==> src/rtl/button_event_ctrl.sv <==
`default_nettype none
// +----------------------------------------------------------------------------+
// | Module      : button_event_ctrl                                            |
// | Description : Debounces N active-low pushbuttons into press/release pulses |
// |               and shares one hold timer between them to generate           |
// |               long-press and auto-repeat pulses for setpoint stepping.     |
// | Revision    : 1.0 - initial release                                        |
// +----------------------------------------------------------------------------+
module button_event_ctrl #(
  parameter int N_BTN = 4,
  parameter int CNT_W = 32
) (
  input  logic             i_clk,
  input  logic             i_reset,
  input  logic [N_BTN-1:0] i_btn,
  input  logic [CNT_W-1:0] i_debounce_limit,
  input  logic [CNT_W-1:0] i_long_limit,
  input  logic [CNT_W-1:0] i_repeat_period,
  output logic [N_BTN-1:0] o_level,
  output logic [N_BTN-1:0] o_press,
  output logic [N_BTN-1:0] o_release,
  output logic [N_BTN-1:0] o_long,
  output logic [N_BTN-1:0] o_repeat,
  output logic             o_busy,
  output logic [2:0]       o_owner
);

  localparam logic [1:0] C_IDLE   = 2'd0;
  localparam logic [1:0] C_HOLD   = 2'd1;
  localparam logic [1:0] C_REPEAT = 2'd2;

  localparam logic [CNT_W-1:0] C_ONE = {{(CNT_W-1){1'b0}}, 1'b1};

  // Per-button registered results gathered into vectors
  logic [N_BTN-1:0] level_vec_q;
  logic [N_BTN-1:0] press_vec_q;
  logic [N_BTN-1:0] release_vec_q;

  genvar gi;
  generate
    for (gi = 0; gi < N_BTN; gi++) begin : g_btn
      logic [CNT_W-1:0] cnt_q, cnt_d;
      logic             level_q, level_d;
      logic             press_q, press_d;
      logic             release_q, release_d;

      // Count consecutive mismatched edges; flip once the count has reached the limit
      always_comb begin
        cnt_d     = '0;
        level_d   = level_q;
        press_d   = 1'b0;
        release_d = 1'b0;
        if (i_btn[gi] != level_q) begin
          if (cnt_q >= i_debounce_limit) begin
            // >= so a limit lowered mid-count flips at once instead of wrapping
            level_d   = i_btn[gi];
            press_d   = ~i_btn[gi];
            release_d = i_btn[gi];
          end else if (cnt_q != '1) begin
            cnt_d = cnt_q + C_ONE;
          end else begin
            cnt_d = cnt_q;
          end
        end
      end

      // Debounce counter, debounced level and edge pulses
      always_ff @(posedge i_clk or negedge i_reset) begin
        if (!i_reset) begin
          cnt_q     <= '0;
          level_q   <= 1'b1;
          press_q   <= 1'b0;
          release_q <= 1'b0;
        end else begin
          cnt_q     <= cnt_d;
          level_q   <= level_d;
          press_q   <= press_d;
          release_q <= release_d;
        end
      end

      assign level_vec_q[gi]   = level_q;
      assign press_vec_q[gi]   = press_q;
      assign release_vec_q[gi] = release_q;
    end
  endgenerate

  // Shared hold-timer FSM
  logic [1:0]       state_q, state_d;
  logic [2:0]       owner_q, owner_d;
  logic [CNT_W-1:0] t_q, t_d;
  logic [N_BTN-1:0] long_q, long_d;
  logic [N_BTN-1:0] repeat_q, repeat_d;
  logic             busy_q, busy_d;

  logic [2:0]       grant_idx;
  logic [N_BTN-1:0] grant_oh;
  logic [N_BTN-1:0] owner_oh;
  logic             any_press;
  logic             owner_released;
  logic             long_en;
  logic             rep_en;
  logic             long_now;
  logic             long_due;
  logic             rep_due;
  logic [CNT_W-1:0] t_inc;
  logic [CNT_W+1:0] t_plus2;
  logic [CNT_W:0]   t_plus1;

  // Lowest-index press wins the timer; decode the grant and current owner one-hot
  always_comb begin
    grant_idx = 3'd0;
    grant_oh  = '0;
    owner_oh  = '0;
    for (int k = N_BTN - 1; k >= 0; k--) begin
      if (press_vec_q[k]) begin
        grant_idx = 3'(k);
      end
    end
    for (int k = 0; k < N_BTN; k++) begin
      grant_oh[k] = press_vec_q[k] && (grant_idx == 3'(k));
      owner_oh[k] = (owner_q == 3'(k));
    end
  end

  assign any_press      = |press_vec_q;
  assign owner_released = |(owner_oh & level_vec_q);
  assign long_en        = (i_long_limit != '0);
  assign rep_en         = (i_repeat_period != '0);
  assign long_now       = (i_long_limit == C_ONE);
  assign t_inc          = (t_q == '1) ? t_q : t_q + C_ONE;
  // Timer starts at 0 the cycle after the press, so the long pulse is due when T+2 reaches L_L
  assign t_plus2        = {2'b00, t_q} + {{CNT_W{1'b0}}, 2'b10};
  assign long_due       = t_plus2 >= {2'b00, i_long_limit};
  // Repeat timer starts at 0 in the long-pulse cycle, so a repeat is due when T+1 reaches R
  assign t_plus1        = {1'b0, t_q} + {{CNT_W{1'b0}}, 1'b1};
  assign rep_due        = t_plus1 >= {1'b0, i_repeat_period};

  // State register with the timer datapath and registered event outputs
  always_ff @(posedge i_clk or negedge i_reset) begin
    if (!i_reset) begin
      state_q  <= C_IDLE;
      owner_q  <= 3'd0;
      t_q      <= '0;
      long_q   <= '0;
      repeat_q <= '0;
      busy_q   <= 1'b0;
    end else begin
      state_q  <= state_d;
      owner_q  <= owner_d;
      t_q      <= t_d;
      long_q   <= long_d;
      repeat_q <= repeat_d;
      busy_q   <= busy_d;
    end
  end

  // Next-state: grant on press, abort on owner release or long-press disable
  always_comb begin
    state_d = state_q;
    case (state_q)
      C_IDLE: begin
        if (long_en && any_press) begin
          // A limit of 1 means the long pulse lands in the very next cycle
          state_d = long_now ? C_REPEAT : C_HOLD;
        end
      end
      C_HOLD: begin
        if (!long_en || owner_released) begin
          state_d = C_IDLE;
        end else if (long_due) begin
          state_d = C_REPEAT;
        end
      end
      C_REPEAT: begin
        if (!long_en || owner_released) begin
          state_d = C_IDLE;
        end
      end
      default: state_d = C_IDLE;
    endcase
  end

  // Outputs: owner capture, timer update and long/repeat pulses for the owner only
  always_comb begin
    owner_d  = owner_q;
    t_d      = t_q;
    long_d   = '0;
    repeat_d = '0;
    busy_d   = (state_d != C_IDLE);
    case (state_q)
      C_IDLE: begin
        if (long_en && any_press) begin
          owner_d = grant_idx;
          t_d     = '0;
          if (long_now) begin
            long_d = grant_oh;
          end
        end
      end
      C_HOLD: begin
        if (!long_en || owner_released) begin
          t_d = '0;
        end else if (long_due) begin
          long_d = owner_oh;
          t_d    = '0;
        end else begin
          t_d = t_inc;
        end
      end
      C_REPEAT: begin
        if (!long_en || owner_released) begin
          // Release beats a repeat due in the same cycle
          t_d = '0;
        end else if (rep_en && rep_due) begin
          repeat_d = owner_oh;
          t_d      = '0;
        end else begin
          t_d = t_inc;
        end
      end
      default: t_d = '0;
    endcase
  end

  assign o_level   = level_vec_q;
  assign o_press   = press_vec_q;
  assign o_release = release_vec_q;
  assign o_long    = long_q;
  assign o_repeat  = repeat_q;
  assign o_busy    = busy_q;
  assign o_owner   = owner_q;

endmodule
`default_nettype wire

==> config.mk <==
export PLATFORM = sky130hd
export DESIGN_NAME = button_event_ctrl
export DESIGN_NICKNAME = d
export VERILOG_FILES = /design/src/rtl/button_event_ctrl.sv
export SDC_FILE = /design/constraint.sdc
export NUM_CORES = 1
export LEC_CHECK = 0
export ABC_CLOCK_PERIOD_IN_PS = 4900
export BUFFER_PORTS_ARGS = -buffer_cell sky130_fd_sc_hd__buf_4
export CORE_MARGIN = 2
export CORE_UTILIZATION = 55
export CTS_CLUSTER_DIAMETER = 50
export DETAILED_ROUTE_END_ITERATION = 6
export MAX_ROUTING_LAYER = met4
export PLACE_DENSITY = 0.72
export SLEW_MARGIN = 20
export SYNTH_ARGS = -nofsm -noshare
export SYNTH_HDL_FRONTEND = slang
export SYNTH_SLANG_ARGS = --single-unit
==> constraint.sdc <==
create_clock -name i_clk -period 4.9 [get_ports i_clk]
set_clock_uncertainty 0.1 [all_clocks]
set_input_delay 1.47 -clock i_clk [delete_from_list [all_inputs] [get_ports i_clk]]
set_output_delay 1.47 -clock i_clk [all_outputs]
set_load 0.02 [all_outputs]
After elaboration in Yosys (flattened, before gate mapping):

Index checks and enable logic that the tools add are counted.

* bits in registers: 186
* latch bits: 0
* RAM bits: 0
* bits in read-only memories: 0
* bits of input ports: 102
* output and inout port bits: 24
* word-level logic and storage cells: 137
* memories kept: 0

* $add $sub $neg: 7
* $mul: 0
* div/mod/pow operators: 0
* magnitude comparators: 6
* equal/unequal tests: 23
* shift-type cells: 0
* multiplexer cells: 53
* bitwise gates (word level): 5
* reductions and logical operators: 21

Operators by type and width (number)
* 32-bit two-way mux: 18
* 32-bit by 1-bit adder with 32-bit output, second input constant: 5
* 32-bit greater-or-equal comparator: 4
* 32-bit != test, second input constant: 4
* 32-bit case mux with 3 select lines: 1
* 33-bit by 32-bit greater-or-equal comparator with 1-bit output: 2
* 32-bit nonzero test: 2
* 32-bit by 1-bit adder with 33-bit output, second input constant: 1
* 32-bit by 2-bit adder with 33-bit output, second input constant: 1
* 32-bit by 1-bit equality test with 1-bit output, second input constant: 1
* 32-bit equality test, second input constant: 1
* 4-bit two-way mux: 7
* 1-bit two-way mux: 16
* 3-bit by 2-bit equality test with 1-bit output, second input constant: 4
* 2-bit two-way mux: 6
* 3-bit by 1-bit != test with 1-bit output, second input constant: 4
* 2-bit AND reduction: 5
* 3-bit two-way mux: 3
* 4-bit case mux with 2 select lines: 1
* 4-bit OR reduction: 2
* 3-bit by 1-bit equality test with 1-bit output, second input constant: 2
* 1-bit logical AND: 6
* 3-bit logical NOT: 2
* 2-bit case mux with 3 select lines: 1
* other kinds (10): 16

Depth between registers and ports, before layout:

* depth after elaboration: 9
* mapped depth: 19
* depth with buffers taken out: 16

Least setup slack after synthesis:

Ideal clock, no wire load.

* path kind: register -> register
* start: register t_q[2]
* end: register t_q[21]
* arrival: 4064 ps
* data required time: 4679 ps
* setup slack: 615 ps
* stages on the path, launching flop included: 20
* path buffers: 3
* period minus slack after synthesis: 4285 ps
* path through: dfrtp_1 > ha_1 > and4_1 > buf_4 > nand3_4 > or3_4 > or2_1 > buf_2 > nor4_2 > xor2_1 > ha_1 > nand3_1 > nor4_1 > a221oi_1 > and2_1 > a22o_1 > o31a_1 > buf_6 > a21o_1 > a22o_1

* word-level cells in the longest chain between the ends: 6

RTL lines
* start: declaration: RTL line 91 `logic [CNT_W-1:0] t_q, t_d;`
* start signal: assignment: RTL line 151 `t_q <= t_d;`
* 32-bit by 1-bit adder with 33-bit output: RTL line 136 `assign t_plus1 = {1'b0, t_q} + {{CNT_W{1'b0}}, 1'b1};`
* 33-bit by 32-bit greater-or-equal comparator with 1-bit output: RTL line 137 `assign rep_due = t_plus1 >= {1'b0, i_repeat_period};`
* 1-bit logical AND: RTL line 215 `end else if (rep_en && rep_due) begin`
* 32-bit two-way mux: RTL line 215
* 32-bit two-way mux: RTL line 212 `if (!long_en || owner_released) begin`
* 32-bit case mux with 3 select lines (*): RTL line 191 `case (state_q)`

Mark *: on every way between the ends. The rest lies on a longest branch, timed or not.
A chain may end at the register's enable or synchronous reset.

Worst setup path after layout:

* start: register t_q[1]
* end: register t_q[1]

The elaborated chain is that of the path after synthesis.

==> impl_metrics.py <==
metrics = {
    "place": {
        "dp_hpwl_um": 29900,
        "dp_cells": 2105,
        "gp_congestion": 0.925,
        "io_buffers": 124,
    },
    "final_layout": {
        "utilization": 0.631,
        "layout.cells.non_filler": 2137,
        "area_delta_synth_final_pct": 12.5,
        "drive_gt1_frac": 0.129,
        "finalNetCount": 2093,
        "num_antenna_cells": 0,
    },
    "outcome": {
        "outcome": "complete, but fails checks",
        "violations": "DRC",
    },
    "detailed_routing": {
        "viasPerCell": 5.90,
        "drc_errors": 10,
        "wl_per_cell_um": 18.0,
        "first_iter_violations": 953,
        "ant_nets": 0,
        "wl_um": 38500,
        "vias": 12600,
        "drt_pass1_iterations": 7,
    },
    "synth": {
        "ys_seq_area_frac": 0.316,
        "async_reset_ff_frac": 1.00,
        "syn_nets": 1984,
        "synth.distinct_cells": 71,
        "synth-edff-count": 0,
        "synth_area_um2": 14700,
        "ys_ff_latch": 185,
        "yosys_most_used_dff": "dfrtp_1",
        "syn_inst": 1680,
        "yosysWarnings": 0,
        "synth.avg_cell_area_um2": 8.72,
    },
    "setup_path": {
        "critical_path_arrival_ps": 4810,
        "rrSetupSlack_ps": 330,
        "crit_fanout": 19,
        "critPathKind": "flop to flop",
        "endpoint_kind": "flop",
        "crit_end": "t_q[1]",
        "startpoint": "t_q[1]",
        "startpoint_type": "flop",
        "worst_r2r_path_depth": 17,
        "r2r-end": "t_q[1]",
        "reg2reg_from": "t_q[1]",
        "crit_required_ps": 5140,
    },
    "pwr": {
        "finalPower_mw": 3.55,
        "irDropWorstVdd_uv": 217,
        "p_leak_nw": 8.56,
        "powerDensity_nw_per_um2": 216,
    },
    "sta": {
        "drv_slew": 0,
        "worstMarginPinSlew_ps": 1040,
        "max_slew_margin": 0.303,
        "setup_viol": 0,
        "finalHoldViolCount": 0,
        "rsz0062_at_grt": "false",
        "min_period_over_period": 0.932,
        "max_freq_mhz": 219,
        "holdWs_ps": 455,
        "fin_tns_setup_ps": 0,
        "period_needed_ps": 4570,
    },
    "floorplanning": {
        "dieArea_um2": 28000,
        "rows": 59,
        "coreArea_um2": 26100,
        "die_h_um": 167,
        "io_pins": 126,
        "die_x_um": 167,
        "start_util": 0.561,
    },
    "cts": {
        "clock_sinks": 185,
        "tritoncts": "yes",
        "clk_latency_ps": 440,
        "hold_buffers": 0,
        "clkTransAtPathRegs_ps": 80,
        "ctsLongestPathBuffers": 2,
        "root_buffer": "clkbuf_16",
        "cts_made_buffers": 17,
        "htree_levels": 4,
    },
    "job": {
        "max_cap_violations": 0,
    },
    "global_routing": {
        "antenna_found_initial": 0,
        "grt_max_degree": 101,
        "grt_use_total": 0.287,
        "grt_pass1_vias": 12600,
        "grt_first_pass_wirelength_um": 62600,
        "overflow": 0,
    },
    "hold_path": {
        "hold_class": "flop to flop",
        "min_from": "g_btn[2].press_q",
    },
}
==> worst min path at each step <==
stage                       endpoint  slack, ps  cells after the start
floorplan                  o_long[2]        390                      2
global placement           o_long[2]        440                      2
detailed placement         o_long[2]        440                      2
CTS                        o_long[2]        450                      2
global route        g_btn[2].press_q        490                      1
finish                     o_long[2]        460                      2
==> repair_timing <==
| action | in CTS | in global routing |
|---|---|---|
| gates resized for setup | 0 | 4 |
| setup endpoints to repair | 0 | 6 |
| hold endpoints to repair | 0 | 0 |
| setup buffers | 0 | 0 |
==> worst max-delay path: stages (launching register included) <==
cell and delay (ps):
dfrtp_1 420, ha_1 260, and4_1 270, nand3_4 100, or3_4 360, or2_1 320, nor4_2 320, xor2_1 140
ha_1 300, nand3_1 120, nor4_2 340, a221oi_1 140, and2_1 200, a22o_1 240, o31ai_4 160, buf_4 290
o31ai_2 110, a32o_1 250
==> layout by cell type, fill, tap and decap left out, drive strengths merged, types with 6 or more instances in the layout <==
cell | netlist | routed
nand4 | 75 | 75
clkinv | 0 | 7
nor2 | 205 | 205
clkbuf | 26 | 18
nand2b | 11 | 11
a21o | 54 | 54
nor3 | 21 | 21
nor2b | 6 | 6
a211oi | 7 | 7
o211ai | 9 | 9
xor2 | 119 | 119
ha | 202 | 202
and4 | 21 | 21
a21oi | 60 | 60
xnor2 | 56 | 56
buf | 37 | 152
nor3b | 9 | 9
inv | 114 | 120
a22o | 6 | 6
and3 | 38 | 38
mux2 | 6 | 6
and2 | 10 | 10
o21ai | 63 | 63
or2 | 13 | 13
nand2 | 141 | 141
a31oi | 7 | 7
nand3 | 89 | 89
nor4 | 31 | 31
dfrtp | 181 | 181
==> flip-flops by register name (all words and copies together), names as in the netlist, 2 cells and up <==
signal	flops
o_long	4
o_repeat	4
state_q	2
g_btn.cnt_q	128
g_btn.level_q	4
o_owner	2
g_btn.press_q	4
t_q	32
g_btn.release_q	4
==> cell families (layout without fill, tap and decap cells) <==
family          Yosys count  in the layout  synth area share
simple gates            687            687             0.238
compound gates          242            242             0.107
fa+ha+maj               202            202             0.172
flops                   185            185             0.316
buf+inv                 177            299            0.0522
xor+xnor                175            175             0.105
mux                      11             11           0.00888
other cells               1              1          0.000256
==> routing by layer <==
metal / track usage / share of wire
met1: 0.351 / 0.43
met2: 0.485 / 0.48
met3: 0.0333 / 0.050
met4: 0.123 / 0.041
met5: - / 0
==> report_power, final <==
part	switching [mW]	internal (mW)
clock network	0.673	0.670
logic	0.343	0.230
registers	0.0648	1.57
==> cells in the mapped netlist, drive strengths merged (4+ instances only) <==
cell / n / area, um^2
nor4: 31 / 243
nor2: 205 / 769
inv: 114 / 428
and2: 10 / 62.6
clkbuf: 26 / 98.8
a211oi: 7 / 52.6
ha: 202 / 2530
buf: 37 / 239
nand3: 89 / 478
xor2: 119 / 1040
o31ai: 5 / 51.3
nand4: 75 / 475
and3: 38 / 238
nor2b: 6 / 37.5
a211o: 5 / 43.8
or2: 13 / 81.3
a21oi: 60 / 300
dfrtp: 181 / 4530
a22o: 6 / 52.6
nand2b: 11 / 68.8
mux2i: 4 / 40.0
a21o: 54 / 405
xnor2: 56 / 490
a31oi: 7 / 43.8
and4: 21 / 184
nand3b: 5 / 37.5
o21ai: 63 / 315
a221oi: 5 / 43.8
nand2: 141 / 532
nand4b: 4 / 35.0
nor3b: 9 / 67.6
mux2: 6 / 67.6
dfstp: 4 / 105
o211ai: 9 / 72.6
nor3: 21 / 110
==> through the flow <==
step	setup WS, ps	instance area (um^2)
global placement	409	15900
finish	331	16500
global route	15.2	16500
detailed placement	321	15900
CTS	296	16500
floorplan	615	14700
==> layout make-up <==
class / instances / area (um^2)
Inverter: 114 / 428
Clock inverter: 15 / 136
Tap cell: 335 / 419
Multi-Input combinational cell: 1318 / 9280
Timing Repair Buffer: 153 / 1150
Fill cell: 2256 / 9650
Sequential cell: 185 / 4630
Clock buffer: 17 / 425
Power figures use the tool's default switching activity.
